<file path="src/rtl/proj_decim.sv">
// Block-average decimator: averages N = 2^DECIM_LOG2 signed samples with round-half-up and
// queues each average in a first-word-fall-through FIFO with a sticky overflow flag.
module proj_decim #(
  parameter int unsigned DECIM_LOG2 = 2,
  parameter int unsigned FIFO_DEPTH = 4
) (
  input  logic                          clk,
  input  logic                          reset,
  input  logic [7:0]                    y_in,
  input  logic                          in_valid,
  input  logic                          flush,
  output logic [7:0]                    dout,
  output logic                          out_valid,
  input  logic                          out_ready,
  output logic [$clog2(FIFO_DEPTH):0]   level,
  output logic                          ovf,
  input  logic                          ovf_clr
);

  localparam int unsigned N    = 1 << DECIM_LOG2;
  localparam int unsigned AccW = 8 + DECIM_LOG2;
  localparam int unsigned CntW = (DECIM_LOG2 > 0) ? DECIM_LOG2 : 1;
  localparam int unsigned Rnd  = N / 2;
  localparam int unsigned PtrW = $clog2(FIFO_DEPTH);
  localparam int unsigned LvlW = PtrW + 1;

  // ---------------------------------------------------------------------------------------------
  // Accumulator and sample counter
  // ---------------------------------------------------------------------------------------------
  logic signed [AccW-1:0] acc_q, acc_d;
  logic        [CntW-1:0] cnt_q, cnt_d;
  logic signed [AccW-1:0] samp_ext;
  logic signed [AccW-1:0] sum;
  logic signed [AccW:0]   rnd_sum;
  logic signed [AccW:0]   avg_full;
  logic        [7:0]      avg;
  logic                   accept;
  logic                   last;

  assign accept   = in_valid & ~flush;
  assign last     = (cnt_q == CntW'(N - 1));
  assign samp_ext = AccW'($signed(y_in));
  assign sum      = acc_q + samp_ext;

  // One extra bit of headroom; the shifted result always fits in 8 bits.
  always_comb begin
    rnd_sum  = (AccW + 1)'(sum);
    rnd_sum  = rnd_sum + (AccW + 1)'(Rnd);
    avg_full = rnd_sum >>> DECIM_LOG2;
    avg      = avg_full[7:0];
  end

  always_comb begin
    acc_d = acc_q;
    cnt_d = cnt_q;
    if (flush) begin
      acc_d = '0;
      cnt_d = '0;
    end else if (in_valid) begin
      if (last) begin
        acc_d = '0;
        cnt_d = '0;
      end else begin
        acc_d = sum;
        cnt_d = cnt_q + CntW'(1);
      end
    end
  end

  always_ff @(posedge clk or negedge reset) begin
    if (!reset) begin
      acc_q <= '0;
      cnt_q <= '0;
    end else begin
      acc_q <= acc_d;
      cnt_q <= cnt_d;
    end
  end

  // ---------------------------------------------------------------------------------------------
  // Output FIFO
  // ---------------------------------------------------------------------------------------------
  logic [7:0]      mem_q [FIFO_DEPTH];
  logic [PtrW-1:0] wr_q, wr_d;
  logic [PtrW-1:0] rd_q, rd_d;
  logic [LvlW-1:0] lvl_q, lvl_d;
  logic            ovf_q, ovf_d;
  logic            push_req;
  logic            do_push;
  logic            do_pop;
  logic            full;
  logic            ovf_set;

  assign push_req = accept & last;
  assign full     = (lvl_q == LvlW'(FIFO_DEPTH));
  assign do_pop   = (lvl_q != '0) & out_ready;
  // A pop on the same edge frees the slot, so a push into a full FIFO still lands.
  assign do_push  = push_req & (~full | do_pop);
  assign ovf_set  = push_req & full & ~do_pop;

  always_comb begin
    wr_d  = wr_q;
    rd_d  = rd_q;
    lvl_d = lvl_q;
    if (do_push) begin
      wr_d = wr_q + PtrW'(1);
    end
    if (do_pop) begin
      rd_d = rd_q + PtrW'(1);
    end
    unique case ({do_push, do_pop})
      2'b10:   lvl_d = lvl_q + LvlW'(1);
      2'b01:   lvl_d = lvl_q - LvlW'(1);
      default: lvl_d = lvl_q;
    endcase
  end

  // New overflow wins over a coincident clear.
  always_comb begin
    ovf_d = ovf_q;
    if (ovf_set) begin
      ovf_d = 1'b1;
    end else if (ovf_clr) begin
      ovf_d = 1'b0;
    end
  end

  always_ff @(posedge clk or negedge reset) begin
    if (!reset) begin
      wr_q  <= '0;
      rd_q  <= '0;
      lvl_q <= '0;
      ovf_q <= 1'b0;
    end else begin
      wr_q  <= wr_d;
      rd_q  <= rd_d;
      lvl_q <= lvl_d;
      ovf_q <= ovf_d;
    end
  end

  always_ff @(posedge clk) begin
    if (do_push) begin
      mem_q[wr_q] <= avg;
    end
  end

  // Storage is not reset, so the head is masked while empty to present 0.
  assign out_valid = (lvl_q != '0);
  assign dout      = out_valid ? mem_q[rd_q] : 8'h00;
  assign level     = lvl_q;
  assign ovf       = ovf_q;

endmodule

</file>
<file path="config.mk">
export PLATFORM = sky130hd
export DESIGN_NAME = proj_decim
export DESIGN_NICKNAME = d
export VERILOG_FILES = /design/src/rtl/proj_decim.sv
export SDC_FILE = /design/constraint.sdc
export NUM_CORES = 1
export LEC_CHECK = 0
export ABC_AREA = 1
export ABC_CLOCK_PERIOD_IN_PS = 5800
export CAP_MARGIN = 20
export CORE_MARGIN = 5
export CORE_UTILIZATION = 55
export CTS_CLUSTER_DIAMETER = 200
export CTS_CLUSTER_SIZE = 25
export DETAILED_ROUTE_END_ITERATION = 10
export PLACE_DENSITY = 0.78
export SYNTH_ARGS = -nofsm -noshare
export SYNTH_HDL_FRONTEND = slang
export SYNTH_SLANG_ARGS = --single-unit
</file>
<file path="constraint.sdc">
create_clock -name clk -period 5.8 [get_ports clk]
set_input_delay 1.16 -clock clk [delete_from_list [all_inputs] [get_ports clk]]
set_output_delay 1.16 -clock clk [all_outputs]
set_load 0.03 [all_outputs]
</file>
==> results of run 1 <==
## cells by family after synthesis
group	synth area share
AO/OA/AOI/OAI	0.0801
XOR/XNOR	0.0270
adder cells (fa/ha/maj)	0.0779
buffers and inverters	0.0801
flip-flops	0.500
multiplexers	0.00343
AND/OR/NAND/NOR	0.231
## worst min-delay path by stage
stage                    end  cells past startpoint
finish              cnt_q[0]                      1
global route        cnt_q[0]                      1
CTS                 cnt_q[0]                      1
detailed placement  cnt_q[0]                      1
global placement    cnt_q[0]                      1
floorplan           cnt_q[0]                      1
## worst reg2reg max path, cell delays in order (launching register included)
cell,delay [ns]
dfrtp_1,0.36
ha_1,0.16
inv_1,0.05
fa_1,0.38
inv_1,0.10
nand2_1,0.07
nand2_1,0.09
nand3b_1,0.09
nand2_2,0.15
nand3_2,0.10
nor2_4,0.13
xor2_1,0.30
## per-stage QoR
stage	power [W]	instances	hold slack, ns
after floorplan	0.000925	328	0.457
after global placement	0.00111	419	0.474
after global routing	0.00147	427	0.548
after detailed placement	0.00113	419	0.506
final	0.00138	427	0.506
after CTS	0.00139	427	0.520
## registers in the layout, summed over array words and instances (netlist names)
| register | flops |
|---|---|
| acc_q | 10 |
| rd_q | 2 |
| wr_q | 2 |
| level | 3 |
| mem_q | 32 |
| cnt_q | 2 |
| ovf | 1 |
## power by group
part / leakage [nW] / internal [W] / total [W] / switching, W
logic: 0.883 / 0.000235 / 0.000616 / 0.000381
clock network: 0.0614 / 0.000141 / 0.000259 / 0.000118
registers: 0.540 / 0.000450 / 0.000506 / 0.0000559
total: 1.48 / 0.000826 / 0.00138 / 0.000554
## placed cells by master, fill, tap and decap left out, types with 10 or more instances in the layout
cell type | netlist | layout
a21oi_1 | 13 | 13
clkdlybuf4s50_1 | 0 | 26
dfrtp_1 | 20 | 20
edfxtp_1 | 32 | 32
ha_1 | 15 | 15
inv_1 | 53 | 53
nand2_1 | 52 | 52
nand2_2 | 13 | 13
nand3_1 | 10 | 10
nor2_1 | 50 | 50
o21ai_0 | 22 | 22
## area by class of cell
| type | count | area [um^2] | share of cell area |
|---|---|---|---|
| Clock inverter | 2 | 38.8 | 0.0115 |
| Sequential cell | 52 | 1460 | 0.434 |
| Timing Repair Buffer | 27 | 268 | 0.0794 |
| Multi-Input combinational cell | 215 | 1230 | 0.364 |
| Inverter | 55 | 206 | 0.0612 |
| Tap cell | 70 | 87.6 | 0.0260 |
| Clock buffer | 6 | 82.6 | 0.0245 |
## layer usage
metal | GRT usage | wire length, um | part of all wire
met5 | 0 | 0 | 0
met4 | 0.0475 | 45 | 0.0078
met3 | 0.0277 | 190 | 0.033
met2 | 0.305 | 2960 | 0.52
met1 | 0.206 | 2540 | 0.44
==> run summary, run 1 <==
The highest clock frequency the design can meet came out at approximately 0.3 GHz. The distinct cell type count after synthesis is 30. The worst IR drop on VDD came out at about 0.17 mV. Measured along the y axis, the die boundary spans around 83 um. The average footprint of a synthesized cell came out at around 8.9 um^2. The longest clock path from root to sink contains 2 buffers. The filler cell count came out at 460. The total number of cells along the worst setup path is 5. The starting utilization of the core area is 0.568. The number of buffers added to fix hold violations after cts came out at 0. The detailed-route wire length per cell is 13.4 um. For this design, the slowest cell found on the critical path is clkdlybuf4s50_1.

Of all cell types, the one taking the most synthesized area is edfxtp_1. After synthesis, the most frequently instantiated cells are inv_1 (53), nand2_1 (52), nor2_1 (50), edfxtp_1 (32), o21ai_0 (22). The required time of the worst setup path came out at between 4 and 5 ns. The reg-to-reg critical path startpoint is acc_q[0]. The number of nets still failing antenna checks after routing is 0. The setup TNS is 0 ns. The DRC violation count after routing is 0. For the final database, setup skew stands at approximately 0.0083 ns. The number of enable flip-flop cells after synthesis is 32.

In this run the cell area measured after placement is around 0.0032 mm^2. In this run the post-CTS setup repair buffer count came out at 0. The worst path buffer plus inverter count came out at 2. The quantity of I/O buffers inserted on ports is 26.

The final design utilization came out at 0.656. The instance count of the mapped netlist came out at 328. The overall routing resource usage is 0.169. The remaining max-slew budget at the tightest pin came out at 0.344. The clock latency on the worst-skew pair came out at 0.30 ns. In this run the critical register-to-register path is captured at mem_q[0][4]. The most common cell in the synthesized netlist is inv_1. The static leakage came out at 1.48 nW. Summed over all nets, the half-perimeter wirelength after detailed placement is approximately 4.2 mm. Yosys attributes the largest share of cell area to edfxtp_1 (33%), dfrtp_1 (17%), inv_1 (6.8%), nand2_1 (6.7%), ha_1 (6.4%). The count of boundary I/O pins is 27. During synthesis, Yosys emitted a total of 0 warnings.

The critical path is of the reg2out type. The share of synthesized registers carrying an async set or reset came out at 0.385. The number of clock buffers added by TritonCTS is 5.

The number of maximum-capacitance violations came out at 0. Setup slack closes at 2.38 ns. The source of the critical timing path is rd_q[1]. The growth of design area from synthesis to finish is 15.4%. The total standard cell area after synthesis came out at ~0.0029 mm^2. The clock transition at the register clock pins on the worst setup and hold paths after CTS is ~0.1 ns. The total routed wirelength is 5.74 mm.

Row generation in the floorplan step produced 26 rows. The overall die area is 0.00687 mm^2. TritonCTS built the clock tree.

Setup repair after global routing left no endpoint under its margin. The initial antenna violation count came out at 0. The worst setup slack before clock tree synthesis is between 2 and 2.5 ns.

The count of instances resized after the clock tree is built came out at 0. In this run the power density over the cells is between 400 and 500 mW/mm^2. The signal on the critical path passes through inv_1 > nor2_1 > o21ai_0 > a21oi_1 > clkdlybuf4s50_1. At the pin with the least slew margin, the transition time is roughly 0.98 ns. The number of vias per cell after detailed routing is a little over 5. The number of max-slew violations in the final report came out at 0. After the last flow step, the layout net total stands at roughly 390. The number of hold-slack violations in the final timing report came out at 0.

The final global-route overflow total is 0. The tree is rooted in a clkbuf_8. The most used flip-flop cell after synthesis is edfxtp_1.

Setup slack on the worst reg-to-reg path comes out at between 3 and 4 ns. The first global-routing pass estimated between 9 and 10 mm of wire. STA classifies the critical path endpoint as a primary output.

Entering global routing, the biggest net connects 21 pins. In this run the worst setup path terminates at dout[0]. The number of setup violations in the final report is 0. The share of the clock period used by the worst path after layout is 0.590. The share of synthesized area occupied by flip-flops and latches is 0.500. The last weighted congestion value of the routability-driven placer is about 0.9. The number of global-route vias before repair is a little over 2,000.

The number of DRC violations after detailed-routing iteration 0 is about 110. The cell area after layout is roughly 0.0034 mm^2. The launch point of the worst hold path is cnt_q[0].

The share of synthesized area in the top cell type comes to 0.329. The delay contributed by the slowest stage of the critical path came out at 0.69 ns. The run finished with clean final reports. The final route contains between 2,000 and 2,500 vias. In this run the worst hold path is classified as reg2reg. The number of cells on the worst reg-to-reg path came out at 11.

The top cell family by delay on the critical path is buffers and inverters. The number of optimization iterations in the first detailed-route pass is 5. Synthesis inferred between 50 and 60 register bits. The time the final worst path needs with I/O delays and setup is between 3 and 4 ns. The die boundary width is 82.9 um. 0 antenna diodes ended up in the layout. The core area came out at slightly above 0.005 mm^2. STA puts the critical path data arrival time at between 2 and 2.5 ns.

In the final layout, the share of cells above drive strength 1 is 0.101. The worst setup path is launched from a register. The TritonCTS sink count came out at between 50 and 60. The net count of the mapped netlist came out at 359. Along the worst path, the maximum fanout reaches 10. The maximum level of the CTS H-tree is 2.
(Power assumes the default switching activity.)
==> run 2: changes to the inputs <==
--- a/config.mk
+++ b/config.mk
@@ -6,14 +6,14 @@
 export NUM_CORES = 1
 export LEC_CHECK = 0
 export ABC_AREA = 1
-export ABC_CLOCK_PERIOD_IN_PS = 5800
+export ABC_CLOCK_PERIOD_IN_PS = 2750
 export CAP_MARGIN = 20
 export CORE_MARGIN = 5
-export CORE_UTILIZATION = 55
+export CORE_UTILIZATION = 52
 export CTS_CLUSTER_DIAMETER = 200
 export CTS_CLUSTER_SIZE = 25
 export DETAILED_ROUTE_END_ITERATION = 10
-export PLACE_DENSITY = 0.78
+export PLACE_DENSITY = 0.77
 export SYNTH_ARGS = -nofsm -noshare
 export SYNTH_HDL_FRONTEND = slang
 export SYNTH_SLANG_ARGS = --single-unit
==> constraint.sdc (replaced) <==
create_clock -name clk -period 2.75 [get_ports clk]
set_input_delay 0.55 -clock clk [delete_from_list [all_inputs] [get_ports clk]]
set_output_delay 0.55 -clock clk [all_outputs]
set_load 0.03 [all_outputs]
==> run summary, run 2 (synthesized netlist as in run 1, its figures left out) <==
The flow ran to the end, and the final reports show no timing, DRC or antenna violations. The number of vias per cell after detailed routing came to 4.99 (-1.7%). The worst IR drop on VDD came out at 0.474 mV (+190%). The final total power is 0.00289 W (+110%). The most crowded layer after global routing is met2. The path type of the worst setup path is reg2out. For the finished layout, the period the worst path requires is between 2 and 3 ns. The last weighted congestion value of the routability-driven placer was 0.868 (-3.8%). The pin count of the biggest net entering global routing is 21 (unchanged). The overall die area came to 0.00722 mm^2 (+5.1%). The starting utilization of the core area came out at 0.534 (-0.0346).

The number of nets still failing antenna checks after routing is 0 (unchanged). The quantity of I/O buffers inserted on ports is 26 (unchanged). The initial antenna violation count is 0 (unchanged). The area taken by multi-input logic gates came out at 0.00123 mm^2 (unchanged).

The arrival time at the worst endpoint is 2.05 ns (-0.21 ns). The flip-flop count of the largest register after layout was 32 (unchanged). The share of the clock period used by the worst path after layout is 0.946. The worst setup path is captured at a primary output. The type of the tightest min-delay check is reg2reg. The met3 routing resource usage after global routing is 0.0340 (+0.00626). The final global-route overflow total is 0 (unchanged). The library cell used most frequently in the layout, excluding fill and tap cells, is inv_1. The number of buffers added to fix hold violations after cts came out at 0 (unchanged). The core area is 0.00547 mm^2 (+6.5%).

The clock latency on the worst-skew pair came out at 0.30 ns (about the same). The number of maximum-capacitance violations is 0 (unchanged). The worst setup slack before clock tree synthesis is -0.0510 ns (-2.39 ns).

The detailed-route via count is 2,195 (+1.3%). The number of DRC violations after detailed-routing iteration 0 was 74 (-35%). The die outline height came to 85.0 um (+2.5%). The highest clock frequency the design can meet came out at about 0.38 GHz. The number of global-route vias before repair came out at 2,077 (-0.048%). The cell-internal power is 0.00174 W (+110%). TritonCTS built the clock tree. The maximum clock path buffer count came out at 2 (unchanged). The switching power is 0.00115 W (+110%).

The required time of the worst setup path is 2.20 ns (-2.44 ns). Relative to the synthesized area, the layout overhead comes to 18.3%. The number of max-slew violations in the final report is 0 (unchanged).

The final layout net count is 398 (+2.8%). The number of hold-slack violations in the final timing report is 0 (unchanged). The largest driver fanout on the critical path came to 18 (+8). The count of instances resized after the clock tree is built is 1 (+1). The power density normalized to cell area is 837 mW/mm^2 (+100%). The worst setup path is launched from a register.

The combinational power share came out at 0.463 (+0.017). The total routed wirelength came out at 5.34 mm (-7.0%). The buffers inserted during post-CTS setup optimization is 0 (unchanged). The static leakage came out at 1.56 nW (+5.4%). The number of placement rows came out at 27 (+3.8%). The clock transition at the register clock pins on the worst setup and hold paths after CTS is 0.09 ns (about the same).

The ratio of cells with drive above 1 in the final layout is 0.130 (+0.0296). The maximum level of the CTS H-tree is 2 (unchanged). The actual slew at the worst max-slew pin is 0.365 ns (-0.615 ns). The final setup skew came out at 0.00410 ns (-0.00415 ns).

The detailed-route wire length per cell came out at 12.1 um (-9.7%). The placed wire-length estimate after detailed placement is 4.01 mm (-3.5%). The TritonCTS buffer count is 5 (unchanged). The clock share of power is 0.175 (-0.013). The number of antenna cells inserted came out at 0 (unchanged). mem_q holds more flip-flops than any other register. Setup repair after global routing left no endpoint under its margin.

The post-route worst setup slack came out at 0.150 ns (-2.23 ns). The final design utilization came to 0.632 (-0.0241). The part of the power in registers came out at 0.362 (-0.004).

The remaining max-slew budget at the tightest pin is 0.757 (+0.412). The wire length of the first global-routing pass came out at 9.25 mm (-1.5%). The count of boundary I/O pins came out at 27 (unchanged). The switching part of the total is 0.399 (-0.00295). The sequential cell area is 0.00146 mm^2 (about the same).

The top cell types in the final layout, fill and taps aside, are inv_1 (53), nand2_1 (52), nor2_1 (50). The filler cell count came out at 473 (+2.8%). CTS placed an instance of clkbuf_8 at the clock tree root. The overall routing resource usage was 0.158 (-0.0105). The met2 routing resource usage after global routing came out at 0.270 (-0.0356). The number of setup violations in the final report came to 0 (unchanged). The TritonCTS sink count is 52 (unchanged).

The met1 capacity usage during global routing came out at 0.197 (-0.00978). The DRC violation count after routing came out at 0 (unchanged). The die boundary width came out at 85.0 um (+2.5%). The number of optimization iterations in the first detailed-route pass is 6 (+1).
==> run 2: area by class of cell <==
cell class	instances	share of cell area
Clock inverter	3	0.0123
Clock buffer	5	0.0199
Multi-Input combinational cell	215	0.355
Tap cell	72	0.0261
Inverter	55	0.0604
Sequential cell	52	0.423
Timing Repair Buffer	38	0.104
==> run 2: critical path: stages, from the launching register on <==
cell	delay (ns)
dfrtp_2	0.60
nor2_1	0.09
nor2_1	0.10
o21ai_0	0.09
a21oi_1	0.17
clkdlybuf4s50_1	0.69
==> run 2: power by group through the flow <==
stage	Combinational [W]	Clock, W	Sequential, W
final	0.00134	0.000506	0.00105
after global routing	0.00148	0.000559	0.00106
after CTS	0.00136	0.000522	0.00104
after detailed placement	0.00135	0	0.00106
after global placement	0.00132	0	0.00105
after floorplan	0.000899	0	0.00105
==> run 2: stage by stage <==
step | instance area [um^2] | std cells | hold WS [ns] | TNS [ns]
floorplan | 2920 | 328 | 0.254 | 0
detailed placement | 3330 | 432 | 0.485 | -0.636
global route | 3460 | 440 | 0.511 | 0
finish | 3460 | 440 | 0.494 | 0
CTS | 3450 | 440 | 0.498 | 0
global placement | 3330 | 432 | 0.476 | 0
==> run 2: worst paths after layout <==
kind	startpoint	end	slack, ns	cells after the start
max	rd_q[0]	dout[7]	0.15	5
min	cnt_q[0]	cnt_q[0]	0.49	1
max reg2reg	acc_q[0]	mem_q[2][4]	0.61	11
min reg2reg	cnt_q[0]	cnt_q[0]	0.49	1
max in group asynchronous	reset	rd_q[0]	1.93	2
min in group asynchronous	reset	cnt_q[1]	0.59	2
==> run 2: routing by layer <==
metal | vias up | part of all wire
met3 | 12 | 0.050
met2 | 48 | 0.49
met1 | 1009 | 0.44
met4 | 0 | 0.020
met5 | - | 0
li1 | 1126 | -
==> RTL change (config.mk and constraints of run 2) <==
`FIFO_DEPTH`: 4 -> 8.
--- a/src/rtl/proj_decim.sv
+++ b/src/rtl/proj_decim.sv
@@ -3,5 +3,5 @@
 module proj_decim #(
   parameter int unsigned DECIM_LOG2 = 2,
-  parameter int unsigned FIFO_DEPTH = 4
+  parameter int unsigned FIFO_DEPTH = 8
 ) (
   input  logic                          clk,
Interface: changed (resized level); port bits go from 27 to 28. The function was not compared with the original's and may differ.
==> RTL change against run 2 <==
- wire length grew 71%
- design area grew 49%
- total power grew 57%
- worst hold slack gained 13 ps
- utilization shrank 0.35 points
- sequential cell count grew 35
- first-iteration DRC count grew 100%
- register-to-register slack lost 290 ps
- worst setup slack lost 37 ps
- synthesized area grew 50%
==> RTL change: results (changes against run 2) <==
* Crit-path leading delay family: XOR/XNOR gates
* Mapped Nets at 482 (+34%)
* Top layer reached by signal wires: met4
* Placed instance count at 599 (+39%)
* Wire length on met3 at 548 µm (+110%)
* Max reg flops at 64 (+100%)
* Internal at 2.69 mW (+55%)
* Num CTS Buffers at 9 (+4)
* Commonest cells post-synth: 85 x nor2_1, 76 x nand2_1, 64 x edfxtp_1, 50 x inv_1, 29 x o21ai_0
* Max H-tree Level at 3 (+1)
* R2R depth at 9 (-2)
* Worst-Skew Late Latency at 350 ps (+50 ps)
* GR Util met2 at 31.5% (+4.5 points)
* Arrival @ worst endpoint at 2710 ps (+660 ps)
* Max rail drop VDD at 0.000348 V (-27%)
* DR pass1 iterations at 4 (-2)
* Met3 Use GR at 2.82% (-0.57 points)
* # port buffers at 27 (+3.8%)
* Clock Skew at 11.8 ps (+7.71 ps)
* Met1 usage at 25.4% (+5.7 points)
* Wirelength per Cell at 14.8 µm (+22%)
* Tot GR Track Use at 19.1% (+3.2 points)
* # nets final at 538 (+35%)
* Fillers at 651 (+38%)
* Slew HR at 62.9% (-13 points)
* Finished Layout Cells at 617 (+40%)
* CP max FO at 8 (-10)
* Synth area leaders: edfxtp_1 44%, dfrtp_1 13%, nor2_1 7.3%
* Largest net degree at the start of global routing at 35 (+67%)
* Reg with most FFs: mem_q
* Register area share after synthesis at 57.0% (+7.0 points)
* Layout cell share with drive strength beyond 1 at 17.8% (+4.7 points)
* Routability-driven placement congestion ratio at 0.875 (+0.74%)
* Estimated wirelength of the detail-placed design at 6230 µm (+55%)
* Initial antenna violation count at 0 (unchanged)
* Flop pwr share at 38.1% (+1.9 points)
* Run status: finished, final reports clean
* Mean Syn Cell Area at 9.71 µm² (+9.0%)
* Leakage at 2.18 nW (+40%)
* Global-route wire length before repair at 15100 µm (+63%)
* Vias in the first global route at 3176 (+53%)
* Met2 wire len at 4360 µm (+67%)
* Post-synth EDFFs at 64 (+100%)
## RTL change: cell types whose count changed in the layout (fill, tap and decap cells not counted), sizes merged, moves of 4 or more
cell           change
nor2              +34
edfxtp            +32
buf               +26
nand2             +18
o32ai             +16
a21oi              -9
nand3              +7
o21ai              +7
clkdlybuf4s50      -5
inv                +5
xor2               +5
clkbuf             +4
## RTL change: worst max-delay path by stage
| stage | end | startpoint | depth (start not counted) |
|---|---|---|---|
| final | mem_q[7][3] | y_in[1] | 9 |
| after global routing | mem_q[7][3] | y_in[1] | 9 |
| after CTS | dout[5] | rd_q[1] | 5 |
| after detailed placement | mem_q[4][5] | y_in[0] | 11 |
| after global placement | mem_q[3][3] | y_in[0] | 10 |
| after floorplan | mem_q[0][5] | y_in[0] | 10 |
## RTL change: logic make-up (layout without fill, tap and decap cells)
group / after synthesis / in the layout / share of synthesized area (%)
compound gates: 61 / 61 / 8.74
mux: 1 / 1 / 0.229
xor+xnor: 13 / 13 / 2.60
fa+ha+maj: 17 / 17 / 5.20
simple gates: 201 / 201 / 20.0
buf+inv: 71 / 132 / 6.23
flops: 87 / 87 / 57.0
## RTL change: final cells by class
cell class | instances | area [µm²] | share of cell area [%]
Clock buffer | 9 | 124 | 2.40
Clock inverter | 7 | 47.5 | 0.921
Inverter | 59 | 221 | 4.29
Multi-Input combinational cell | 293 | 1650 | 31.9
Sequential cell | 87 | 2500 | 48.4
Tap cell | 105 | 131 | 2.55
Timing Repair Buffer | 57 | 490 | 9.50
## RTL change: through the flow
step                      worst slack (ps)  area (µm²)
after global routing                  13.9        5160
after floorplan                        350        4380
after global placement                -267        4930
after CTS                             10.1        5110
final                                  113        5160
after detailed placement              -405        4930
